<file path="src/rtl/fifolifo_rr_arbiter.sv">
// Round-robin write arbiter and pop sequencer in front of a shared FIFO/LIFO buffer.
// Optional drop statistics counter enabled by defining FIFOLIFO_ARB_STATS_EN.
module fifolifo_rr_arbiter #(
    parameter logic MODE      = 1'b1,
    parameter int   dat_width = 32,
    parameter int   DEPTH     = 64,
    parameter int   L         = 6
) (
    input  logic                 Wrclk,
    input  logic                 Rst,
    input  logic                 Req0,
    input  logic [dat_width-1:0] Datain0,
    output logic                 Gnt0,
    input  logic                 Req1,
    input  logic [dat_width-1:0] Datain1,
    output logic                 Gnt1,
    input  logic                 Rdreq,
    output logic                 Rdack,
    output logic                 Wren,
    output logic                 Rden,
    output logic [dat_width-1:0] Datain,
    output logic [L:0]           Count,
    output logic                 Full,
    output logic                 Empty
`ifdef FIFOLIFO_ARB_STATS_EN
    ,
    output logic [15:0]          Drop_cnt
`endif
);

    localparam logic [L:0] C_DEPTH = (L+1)'(DEPTH);
    localparam logic [L:0] C_ONE   = (L+1)'(1);
    localparam logic [L:0] C_ZERO  = (L+1)'(0);

    logic                 r_gnt0;
    logic                 r_gnt1;
    logic                 r_wren;
    logic                 r_rden;
    logic                 r_rr;
    logic [dat_width-1:0] r_datain;
    logic [L:0]           r_count;

    logic w_elig0;
    logic w_elig1;
    logic w_any_elig;
    logic w_full;
    logic w_empty;
    logic w_pop_go;
    logic w_push_go;
    logic w_winner;

    // A requester is never sampled during its own grant cycle, so a held Req is not written twice.
    assign w_elig0    = Req0 & ~r_gnt0;
    assign w_elig1    = Req1 & ~r_gnt1;
    assign w_any_elig = w_elig0 | w_elig1;
    assign w_full     = (r_count == C_DEPTH);
    assign w_empty    = (r_count == C_ZERO);
    assign w_pop_go   = Rdreq & ~w_empty;
    assign w_push_go  = w_any_elig & ~w_full & ~((MODE == 1'b0) & w_pop_go);

    // Winner select: round-robin pointer breaks ties, otherwise the lone eligible requester wins.
    always_comb begin
        w_winner = 1'b0;
        if (w_elig0 && w_elig1) begin
            w_winner = r_rr;
        end else if (w_elig1) begin
            w_winner = 1'b1;
        end else begin
            w_winner = 1'b0;
        end
    end

    // Registered strobes, grants, write data and round-robin pointer.
    always_ff @(posedge Wrclk or posedge Rst) begin
        if (Rst) begin
            r_gnt0   <= 1'b0;
            r_gnt1   <= 1'b0;
            r_wren   <= 1'b0;
            r_rden   <= 1'b0;
            r_rr     <= 1'b0;
            r_datain <= {dat_width{1'b0}};
        end else begin
            r_gnt0 <= w_push_go & ~w_winner;
            r_gnt1 <= w_push_go & w_winner;
            r_wren <= w_push_go;
            r_rden <= w_pop_go;
            if (w_push_go) begin
                r_datain <= w_winner ? Datain1 : Datain0;
                r_rr     <= ~w_winner;
            end else begin
                r_datain <= r_datain;
                r_rr     <= r_rr;
            end
        end
    end

    // Occupancy: committed at the decision edge, so Full/Empty always reflect pre-edge state.
    always_ff @(posedge Wrclk or posedge Rst) begin
        if (Rst) begin
            r_count <= C_ZERO;
        end else begin
            case ({w_push_go, w_pop_go})
                2'b10:   r_count <= r_count + C_ONE;
                2'b01:   r_count <= r_count - C_ONE;
                default: r_count <= r_count;
            endcase
        end
    end

`ifdef FIFOLIFO_ARB_STATS_EN
    logic [15:0] r_drop_cnt;

    // Saturating count of edges where an eligible request was refused because the buffer was full.
    always_ff @(posedge Wrclk or posedge Rst) begin
        if (Rst) begin
            r_drop_cnt <= 16'h0000;
        end else if (w_any_elig && w_full && (r_drop_cnt != 16'hFFFF)) begin
            r_drop_cnt <= r_drop_cnt + 16'h0001;
        end else begin
            r_drop_cnt <= r_drop_cnt;
        end
    end

    assign Drop_cnt = r_drop_cnt;
`endif

    assign Gnt0   = r_gnt0;
    assign Gnt1   = r_gnt1;
    assign Wren   = r_wren;
    assign Rden   = r_rden;
    assign Rdack  = r_rden;
    assign Datain = r_datain;
    assign Count  = r_count;
    assign Full   = w_full;
    assign Empty  = w_empty;

endmodule

</file>
<file path="config.mk">
export PLATFORM = sky130hd
export DESIGN_NAME = fifolifo_rr_arbiter
export DESIGN_NICKNAME = d
export VERILOG_FILES = /design/src/rtl/fifolifo_rr_arbiter.sv
export SDC_FILE = /design/constraint.sdc
export NUM_CORES = 1
export LEC_CHECK = 0
export CAP_MARGIN = 10
export CORE_MARGIN = 2
export CORE_UTILIZATION = 43
export DETAILED_ROUTE_END_ITERATION = 8
export PLACE_DENSITY_LB_ADDON = 0.05
export SETUP_SLACK_MARGIN = 0.02
export SLEW_MARGIN = 20
export SYNTH_ARGS = -nofsm -noshare
export SYNTH_HDL_FRONTEND = slang
export SYNTH_SLANG_ARGS = --single-unit
</file>
<file path="constraint.sdc">
create_clock -name Wrclk -period 6 [get_ports Wrclk]
set_input_delay 1.8 -clock Wrclk [delete_from_list [all_inputs] [get_ports Wrclk]]
set_output_delay 1.8 -clock Wrclk [all_outputs]
set_load 0.02 [all_outputs]
</file>
# Yosys cells after proc, flatten, opt, wreduce, memory -nomap -nowiden

Cells that the tools add are included.

Flip-flop bits (word level): 44
Input port bits: 69

Add/sub/neg operators: 2
Eq/ne operators: 3
Mux-type cells: 4
Bitwise operators: 12
Reduce and logical (&&, ||, !) cells: 3

Operators with widths:

| kind                  | number |
|---|---|
| $mux W32              | 1 |
| $pmux W7 S2           | 1 |
| $add A7 B1 Y7 const B | 1 |
| $eq A7 B7 Y1 const B  | 1 |
| $logic_not A7 Y1      | 1 |
| $sub A7 B1 Y7 const B | 1 |
| $and A1 B1 Y1         | 6 |
| $not A1 Y1            | 5 |
| $eq A2 B1 Y1 const B  | 1 |
| $eq A2 B2 Y1 const B  | 1 |
| $mux W1               | 2 |
| $reduce_bool A2 Y1    | 1 |
| $logic_and A1 B1 Y1   | 1 |
| $or A1 B1 Y1          | 1 |

# Depth between registers and ports, before layout

Gate-level depths: netlist (run 1).

Word-level depth: 6
Gate-level depth with buffers: 11
Depth with buffers taken out: 11

# Worst setup path before layout (run 1)

No wires, ideal clock.

Path type: in2reg
Start: in Req0
End: reg r_count[6] (netlist: Count[6])
Library setup time: 0.084 ns
Data arrival time: 3.988 ns
Data required time: 5.916 ns
Slack: 1.929 ns
Stages: 11
Cells stage by stage: nand2b_1 -> a32o_1 -> buf_4 -> buf_6 -> ha_1 -> inv_1 -> fa_1 -> and2b_4 -> o21ai_2 -> or4_4 -> a41oi_2

Longest elaborated chain between the ends: 5
Elaborated cells between the ends (all ways): 7

Ends and longest elaborated chain:

| element                                           | RTL line | text |
|---|---|---|
| from (decl)                                       | 11       | `input logic Req0,` |
| $and A1 B1 Y1 (*)                                 | 53       | `assign w_elig0 = Req0 & ~r_gnt0;` |
| $or A1 B1 Y1 (*)                                  | 55       | `assign w_any_elig = w_elig0 \| w_elig1;` |
| $and A1 B1 Y1 (*)                                 | 59       | `assign w_push_go = w_any_elig & ~w_full & ~((MODE == 1'b0) & w_pop_go);` |
| $eq A2 B1 Y1 or $eq A2 B2 Y1 (tied branches)      | 102      | `case ({w_push_go, w_pop_go})` |
| $pmux W7 S2 or $reduce_bool A2 Y1 (tied branches) | n/a      |  |
| to (signal assigned)                              | 103      | `2'b10: r_count <= r_count + C_ONE;` |
| to (signal assigned)                              | 104      | `2'b01: r_count <= r_count - C_ONE;` |
| to (signal assigned)                              | 105      | `default: r_count <= r_count;` |
| to (decl)                                         | 41       | `logic [L:0] r_count;` |

Every way passes the cells marked *; elsewhere a longest branch is shown, timed or not.
A chain may end at the register's enable or synchronous reset.

# Worst setup path after layout (run 1)

Same ends and word-level chain as after synthesis.

==> reports/qor.csv, run 1 <==
metric,value,unit
p_leak,1.43,nW
pwr_density_cell,458,nW/µm²
synth.top_cell.area_share,0.496,
nNetsFinal,407,
ant_nets,0,
numClockSinks,44,
synth_common_cells,"dfrtp_1 (44), nand2_1 (38), a22oi_1 (32)",
setup-tns-final,0,ns
finalSetupViolCount,0,
slowest_stage,fa_1,
synthTopCellsByArea,"dfrtp_1 (50%), a22oi_1 (11%), nand2_1 (6.4%), o21ai_0 (4.7%), ha_1 (3.4%)",
cts_made_buffers,5,
fin_ws,1.87,ns
grt_usage,0.213,
die_height,75.9,µm
ys_warn_count,0,
yosysMostFrequentCell,dfrtp_1,
outcome,finished clean,
n_fill_cell,420,
cp_cell_sequence,clkdlybuf4s50_1 > nand2b_1 > a32o_1 > ha_1 > inv_1 > fa_1 > and2b_4 > o21ai_2 > or4_4 > a41oi_2,
die_area,5760,µm²
synth.net_count,298,
worstMarginPinSlew,0.905,ns
viasPerCell,5.11,
cts-root-buf,clkbuf_8,
syn_area_per_cell,10.0,µm²
vias,2053,
initial_core_util,0.440,
ir_drop,0.000266,V
row_count,26,
h-tree-depth,2,
path_clk_slew,0.08,ns
io_buffers,114,
drtIter0Drc,127,
synth_top_cell_by_area,dfrtp_1,
cts_tree,yes,
synth_ff_type,dfrtp_1,
gr-total-overflow,0,
drt_first_pass_iters,4,
dp_hpwl,4270,µm
clockBufferDepth,2,
ys_seq_area_frac,0.496,
grt_pass1_wl,9150,µm
grt_max_degree,45,
die_x,75.9,µm
worstPathArrival,4.35,ns
cts_setup_buffers,0,
crit_type,input port to flop,
dp_slack,1.59,ns
antenna_cells,0,
synth-seq-cells,44,
cp-start-kind,input port,
hold_viol_final,0,
synth_edf_count,0,
max_clock_freq,0.242,GHz
rsz0062_at_grt,false,
syn_to_final_growth,57.7,%
cap_violations,0,
critPathMaxFanout,11,
drive_gt1_frac,0.0693,
wl,6000,µm
antenna_found_initial,0,
drcViolationCount,0,
critPathCaptureType,flop,
core-area,5040,µm²
period_share,0.688,
ctsHoldBuffers,0,
min_path_type,flop to flop,
gp_congestion,0.879,
insertion_delay,0.30,ns
wl_per_cell,14.9,µm
ios,115,
total_power,1.60,mW
ys_types,43,
fin_worst_skew,0.0113,ns
relSlewSlack,0.396,
first_global_vias,1953,
final_max_slew_viol_count,0,
worstPathRequired,6.22,ns
cp_slowest_stage_delay,0.41,ns
cts_resized,0,
async_reset_ff_frac,1.00,
post-route-min-period,4.13,ns
netlist_instances,222,
synth_area,2220,µm²
cell usage in the layout (no fill, tap or decap), drive strengths merged, types with 3 or more instances in the layout:
cell type / Yosys / final
clkdlybuf4s50: 0 / 114
dfrtp: 44 / 44
nand2: 38 / 38
o21ai: 36 / 36
a22oi: 32 / 32
inv: 7 / 7
ha: 6 / 6
clkbuf: 3 / 6
nor2: 5 / 5
buf: 13 / 4
a21oi: 4 / 4
nor2b: 3 / 3
a21o: 3 / 3
o21a: 3 / 3
cell type report:
cell class | count | area (µm²) | share of cell area
Clock buffer | 6 | 82.6 | 0.0236
Inverter | 7 | 26.3 | 0.00750
Multi-Input combinational cell | 155 | 995 | 0.284
Tap cell | 70 | 87.6 | 0.0250
Clock inverter | 2 | 38.8 | 0.0111
Timing Repair Buffer | 118 | 1170 | 0.334
Sequential cell | 44 | 1100 | 0.314
cells by family (layout without fill, tap and decap cells):
| logic type | Yosys count | after routing | share of synthesized area |
|---|---|---|---|
| AO/OA/AOI/OAI | 86 | 86 | 0.259 |
| XOR/XNOR | 3 | 3 | 0.0118 |
| flip-flops | 44 | 44 | 0.496 |
| adder cells (fa/ha/maj) | 7 | 7 | 0.0428 |
| AND/OR/NAND/NOR | 58 | 58 | 0.128 |
| buffers and inverters | 23 | 133 | 0.0580 |
| multiplexers | 1 | 1 | 0.00451 |
critical path: cells and delay by family:
family,cells,cell delay [ns]
fa+ha+maj,2,0.78
buf+inv,2,0.50
compound gates,3,0.44
simple gates,3,0.83
worst paths after layout:
check                                            start                endpoint  slack, ns  cells after the start
max in group asynchronous                          Rst  Datain[28]$_DFFE_PP0P_       3.41                      2
worst max register to register    Count[2]$_DFFE_PP0P_    Count[6]$_DFFE_PP0P_       3.03                      9
worst min-delay path            Datain[30]$_DFFE_PP0P_  Datain[30]$_DFFE_PP0P_       0.48                      2
min in group asynchronous                          Rst  Datain[31]$_DFFE_PP0P_       2.01                      2
worst min register to register  Datain[30]$_DFFE_PP0P_  Datain[30]$_DFFE_PP0P_       0.48                      2
worst max-delay path                              Req0    Count[6]$_DFFE_PP0P_       1.87                     10
per-layer routing:
| metal | vias to the layer above | part of all wire | track usage |
|---|---|---|---|
| met5 | - | 0 | 0 |
| met4 | 0 | 0.019 | 0.0780 |
| met3 | 10 | 0.074 | 0.0582 |
| met2 | 66 | 0.49 | 0.346 |
| met1 | 959 | 0.42 | 0.272 |
| li1 | 1018 | - | - |
sequential cells by signal, summed over array words and instances (netlist names):
| register | cells |
|---|---|
| r_rr | 1 |
| Gnt0 | 1 |
| Wren | 1 |
| Datain | 32 |
| Rdack | 1 |
| Count | 7 |
| Gnt1 | 1 |
through the flow:
stage               std cells  hold slack, ns  area, µm²   util
floorplan                 222           0.473       2220      -
global placement          394           0.460       3380  0.670
detailed placement        394           0.471       3380  0.670
CTS                       402           0.489       3500  0.695
global route              402           0.502       3500  0.695
finish                    402           0.484       3500  0.695
where the power goes:
| part | leakage, nW | switching [mW] | internal [mW] |
|---|---|---|---|
| clock network | 0.0614 | 0.103 | 0.136 |
| registers | 0.534 | 0.0833 | 0.421 |
| logic | 0.836 | 0.452 | 0.407 |
(Power assumes the default switching activity.)
==> run 2: changes to the inputs <==
--- a/config.mk
+++ b/config.mk
@@ -7,7 +7,7 @@
 export LEC_CHECK = 0
 export CAP_MARGIN = 10
 export CORE_MARGIN = 2
-export CORE_UTILIZATION = 43
+export CORE_UTILIZATION = 40
 export DETAILED_ROUTE_END_ITERATION = 8
 export PLACE_DENSITY_LB_ADDON = 0.05
 export SETUP_SLACK_MARGIN = 0.02
==> constraint.sdc (replaced) <==
create_clock -name Wrclk -period 4 [get_ports Wrclk]
set_input_delay 1.2 -clock Wrclk [delete_from_list [all_inputs] [get_ports Wrclk]]
set_output_delay 1.2 -clock Wrclk [all_outputs]
set_load 0.02 [all_outputs]
==> run 2 against run 1 <==
Against the previous run:
- clock skew down 0.0087 ns
- design area up 0.11%
- setup slack worse by 1.3 ns
- wire length down 1.0%
- critical path depth unchanged
- cell count up 1.0%
- core utilization down 5.0 points
- clock-buffer cell count unchanged
- critical endpoint unchanged
- largest cell class unchanged
==> reports/qor.csv, run 2 (synthesis results as in run 1) <==
metric,value,unit,change
die_height,78.5,µm,was 75.9 µm
cts_resized,0,,unchanged
drcViolationCount,0,,unchanged
first_global_vias,1981,,was 1953
hold_viol_final,0,,unchanged
ir_drop,0.000367,V,was 0.000266 V
met2_usage,0.315,,was 0.346
gp_congestion,0.883,,was 0.879
ctsHoldBuffers,0,,unchanged
die_area,6160,µm²,was 5760 µm²
stdcell_count,406,,was 402
viasPerCell,5.16,,was 5.11
nNetsFinal,409,,was 407
io_buffers,114,,unchanged
busiest_layer,met2,,unchanged
syn_to_final_growth,57.9,%,was 57.7%
grt_pass1_wl,9830,µm,was 9150 µm
p_leak,1.44,nW,was 1.43 nW
wl_per_cell,14.6,µm,was 14.9 µm
outcome,finished clean,,unchanged
worst_path_most_repeated_cell,ha_1,,
period_share,0.853,,
numClockSinks,44,,unchanged
critPathCaptureType,flop,,unchanged
cp_cell_sequence,clkdlybuf4s50_1 > nand2b_1 > a32o_1 > ha_1 > buf_4 > ha_1 > and2b_4 > o21ai_2 > or4_4 > a41oi_2,,was clkdlybuf4s50_1 > nand2b_1 > a32o_1 > ha_1 > inv_1 > fa_1 > and2b_4 > o21ai_2 > or4_4 > a41oi_2
cts_tree,yes,,unchanged
hold_slack,0.481,ns,was 0.484 ns
rsz0062_at_grt,false,,unchanged
gr-total-overflow,0,,unchanged
critPathMaxFanout,7,,was 11
pwr_density_cell,680,nW/µm²,was 458 nW/µm²
path_clk_slew,0.08,ns,about the same
worstMarginPinSlew,0.938,ns,was 0.905 ns
cts-root-buf,clkbuf_8,,unchanged
gr-usage-met3,0.0563,,was 0.0582
clockBufferDepth,2,,unchanged
die_x,78.5,µm,was 75.9 µm
ios,115,,unchanged
post-route-min-period,3.41,ns,
cp-start-kind,input port,,unchanged
grt_max_degree,45,,unchanged
antenna_found_initial,0,,unchanged
initial_core_util,0.408,,was 0.440
finalSetupViolCount,0,,unchanged
insertion_delay,0.29,ns,was 0.30 ns
cp_slowest_stage_delay,0.46,ns,was 0.41 ns
relSlewSlack,0.374,,was 0.396
drt_first_pass_iters,4,,unchanged
crit_type,input port to flop,,unchanged
largest_reg_flops,32,,unchanged
mostFrequentLayoutCells,"clkdlybuf4s50_1 (114), dfrtp_1 (44), nand2_1 (38)",,unchanged
h-tree-depth,2,,unchanged
drtIter0Drc,124,,was 127
final_max_slew_viol_count,0,,unchanged
post-place-cells,398,,was 394
path_delay_family,simple AND/OR/NAND/NOR gates,,unchanged
drive_gt1_frac,0.0719,,was 0.0693
antenna_cells,0,,unchanged
slowest_stage,clkdlybuf4s50_1,,was fa_1
cts_setup_buffers,0,,unchanged
cts_made_buffers,5,,unchanged
row_count,27,,was 26
vias,2093,,was 2053
grt_usage,0.201,,was 0.213
cap_violations,0,,unchanged
min_path_type,flop to flop,,unchanged
ant_nets,0,,unchanged
dp_hpwl,4340,µm,was 4270 µm
grtUsageMet1,0.277,,was 0.272
setup-tns-final,0,ns,unchanged
core-area,5440,µm²,was 5040 µm²
worstPathRequired,4.22,ns,was 6.22 ns
crit_buf_inv,2,,unchanged
max_clock_freq,0.293,GHz,
wl,5940,µm,was 6000 µm
fin_worst_skew,0.00258,ns,was 0.0113 ns
worstPathArrival,3.63,ns,was 4.35 ns
final_common_cell,clkdlybuf4s50_1,,unchanged
[run 2: worst paths after layout]
kind,startpoint,end,slack [ns],cells past startpoint
worst max register to register,Count[2]$_DFFE_PP0P_,Count[6]$_DFFE_PP0P_,1.13,11
max in group asynchronous,Rst,Gnt1$_DFF_PP0_,1.99,2
worst min register to register,Datain[5]$_DFFE_PP0P_,Datain[5]$_DFFE_PP0P_,0.48,2
worst max-delay path,Req0,Count[6]$_DFFE_PP0P_,0.59,10
worst min-delay path,Datain[5]$_DFFE_PP0P_,Datain[5]$_DFFE_PP0P_,0.48,2
min in group asynchronous,Rst,Datain[30]$_DFFE_PP0P_,1.43,2
[run 2: worst reg2reg max path: stages (launching register included)]
cell,delay [ns]
dfrtp_1,0.42
nor4_2,0.36
nand2_1,0.14
nor2_1,0.15
nor2b_1,0.09
ha_1,0.26
buf_4,0.18
ha_1,0.34
and2b_4,0.19
o21ai_2,0.07
or4_4,0.41
a41oi_2,0.20
[run 2: per-stage QoR]
stage	worst slack [ns]	util	cell area (µm²)	total power [mW]
2_1_floorplan	0.529	-	2220	1.50
3_3_place_gp	0.313	0.625	3400	2.04
3_5_place_dp	0.274	0.625	3400	2.07
4_1_cts	0.582	0.645	3510	2.40
5_1_grt	0.500	0.645	3510	2.55
6_report	0.586	0.645	3510	2.38
[run 2: report_power, final]
group / internal, mW / leakage, nW / switching [mW]
Combinational: 0.616 / 0.846 / 0.674
Sequential: 0.632 / 0.534 / 0.124
Clock: 0.185 / 0.0552 / 0.152
[run 2: cell type report]
cell class              instances  area, µm²
clock buffers                   6       72.6
clock inverters                 2       35.0
fillers                       489       1930
inverters                       7       26.3
multi-input cells             155        995
flip-flops and latches         44       1100
well taps                      72       90.1
repair buffers                120       1190
[run 2: per-layer routing]
layer	wire (µm)	up-vias	share of wire
met1	2720	988	0.46
met2	2730	77	0.46
met3	433	9	0.073
li1	-	1019	-
met4	54	0	0.0091
met5	0	-	0
==> run 3: changes to the inputs <==
--- a/config.mk
+++ b/config.mk
@@ -6,6 +6,7 @@
 export NUM_CORES = 1
 export LEC_CHECK = 0
 export CAP_MARGIN = 10
+export CORE_ASPECT_RATIO = 0.9
 export CORE_MARGIN = 2
 export CORE_UTILIZATION = 40
 export DETAILED_ROUTE_END_ITERATION = 8
==> run 3 against run 2 <==
Against the previous run:
- largest cell class unchanged
- die area about the same
- global-route usage fell by 0.78 points
- via count down 2.2%
- core utilization increased by 0.72 points
- setup slack got worse by 0.18 ns
- non-clock buffer count fell by 1
==> reports/qor.csv, run 3 (synthesis results as in run 1) <==
metric,value,unit,change
p_leak,1.42,nW,was 1.44 nW
viasPerCell,5.13,,was 5.16
worstPathArrival,3.82,ns,was 3.63 ns
ios,115,,unchanged
first_global_vias,1934,,was 1981
dp_hpwl,4220,µm,was 4340 µm
ff_latch_area,1100,µm²,unchanged
cts-root-buf,clkbuf_8,,unchanged
nNetsFinal,408,,was 409
row_count,25,,was 27
antenna_found_initial,0,,unchanged
crit_type,input port to flop,,unchanged
wl,5770,µm,was 5940 µm
drcViolationCount,0,,unchanged
ant_nets,0,,unchanged
cts_made_buffers,5,,unchanged
largest_reg_flops,32,,unchanged
post-route-min-period,3.60,ns,was 3.41 ns
cts_tree,yes,,unchanged
vias,2046,,was 2093
cts_setup_buffers,0,,unchanged
wl_met1,2470,µm,was 2720 µm
n_fill_cell,483,,was 489
worstMarginPinSlew,0.913,ns,was 0.938 ns
core-area,5320,µm²,was 5440 µm²
pwr_density_cell,668,nW/µm²,was 680 nW/µm²
multiInputGateArea,995,µm²,unchanged
hold_viol_final,0,,unchanged
final_common_cell,clkdlybuf4s50_1,,unchanged
clockBufferDepth,2,,unchanged
numClockSinks,44,,unchanged
mostFrequentLayoutCells,"clkdlybuf4s50_1 (114), dfrtp_1 (44), nand2_1 (38)",,unchanged
cts_resized,0,,unchanged
setup-tns-final,0,ns,unchanged
outcome,finished clean,,unchanged
ir_drop,0.000400,V,was 0.000367 V
fin_area,3470,µm²,was 3510 µm²
grt_usage,0.193,,was 0.201
die_x,82.5,µm,was 78.5 µm
relSlewSlack,0.391,,was 0.374
hold_slack,0.482,ns,was 0.481 ns
worstPathRequired,4.23,ns,was 4.22 ns
die_area,6170,µm²,was 6160 µm²
finalSetupViolCount,0,,unchanged
drtIter0Drc,105,,was 124
antenna_cells,0,,unchanged
initial_core_util,0.418,,was 0.408
critPathMaxFanout,11,,was 7
min_path_type,flop to flop,,unchanged
gr-total-overflow,0,,unchanged
critPathCaptureType,flop,,unchanged
fin_ws,0.404,ns,was 0.586 ns
final_max_slew_viol_count,0,,unchanged
io_buffers,114,,unchanged
rsz0062_at_grt,false,,unchanged
drt_first_pass_iters,4,,unchanged
top_layer,met4,,unchanged
period_share,0.899,,was 0.853
insertion_delay,0.30,ns,was 0.29 ns
path_clk_slew,0.08,ns,about the same
cap_violations,0,,unchanged
wl_met3,583,µm,was 433 µm
max_clock_freq,0.278,GHz,was 0.293 GHz
wl_met2,2670,µm,was 2730 µm
ctsHoldBuffers,0,,unchanged
placed_area,3380,µm²,was 3400 µm²
drive_gt1_frac,0.0693,,was 0.0719
grt_max_degree,45,,unchanged
h-tree-depth,2,,unchanged
die_height,74.7,µm,was 78.5 µm
gp_congestion,0.874,,was 0.883
fin_worst_skew,0.00485,ns,was 0.00258 ns
wl_per_cell,14.5,µm,was 14.6 µm
syn_to_final_growth,56.1,%,was 57.9%
cp-start-kind,input port,,unchanged
grt_pass1_wl,8890,µm,was 9830 µm
dp_slack,0.114,ns,was 0.274 ns
run 3: cell count changes in the layout (fill, tap and decap cells not counted), sizes merged:
cell and change:
clkinvlp +1, clkbuf -1, buf -1, bufinv -1
run 3: final timing paths:
kind / from / to / slack (ns) / cells past startpoint
setup / recovery: Req0 / Count[6]$_DFFE_PP0P_ / 0.40 / 10
min in group asynchronous: Rst / Datain[26]$_DFFE_PP0P_ / 1.42 / 2
setup reg to reg: Count[2]$_DFFE_PP0P_ / Count[6]$_DFFE_PP0P_ / 0.94 / 9
max in group asynchronous: Rst / Datain[1]$_DFFE_PP0P_ / 2.01 / 2
hold / removal: Datain[5]$_DFFE_PP0P_ / Datain[5]$_DFFE_PP0P_ / 0.48 / 2
hold reg to reg: Datain[5]$_DFFE_PP0P_ / Datain[5]$_DFFE_PP0P_ / 0.48 / 2
run 3: metrics by stage:
step | power, mW | utilization | instances
floorplan | 1.50 | - | 222
global placement | 2.05 | 0.636 | 392
detailed placement | 2.06 | 0.636 | 392
CTS | 2.34 | 0.652 | 399
global route | 2.48 | 0.652 | 399
finish | 2.32 | 0.652 | 399
run 3: report_power, final:
part / switching [mW] / internal [mW] / total [mW] / leakage [nW]
registers: 0.131 / 0.632 / 0.763 / 0.534
clock network: 0.156 / 0.118 / 0.274 / 0.0400
logic: 0.665 / 0.614 / 1.28 / 0.841
total: 0.952 / 1.36 / 2.32 / 1.42
run 3: final cells by class:
class                      count  area share
clock inverter                 2     0.00361
timing repair buffer         119       0.340
clock buffer                   5      0.0199
sequential                    44       0.318
inverter                       7     0.00758
multi-input combinational    155       0.287
tap                           67      0.0242
run 3: critical path, stage by stage:
cell and delay [ns]:
clkdlybuf4s50_1 0.42, nand2b_1 0.15, a32o_1 0.17, ha_1 0.40, inv_1 0.11, fa_1 0.41, and2b_4 0.29, o21ai_2 0.07
or4_4 0.41, a41oi_2 0.19
run 3: per-layer routing:
metal  GRT usage  vias up
met4      0.0546        0
met3      0.0851        6
met1       0.228      943
met2       0.323       76
met5           0        -
li1            -     1021
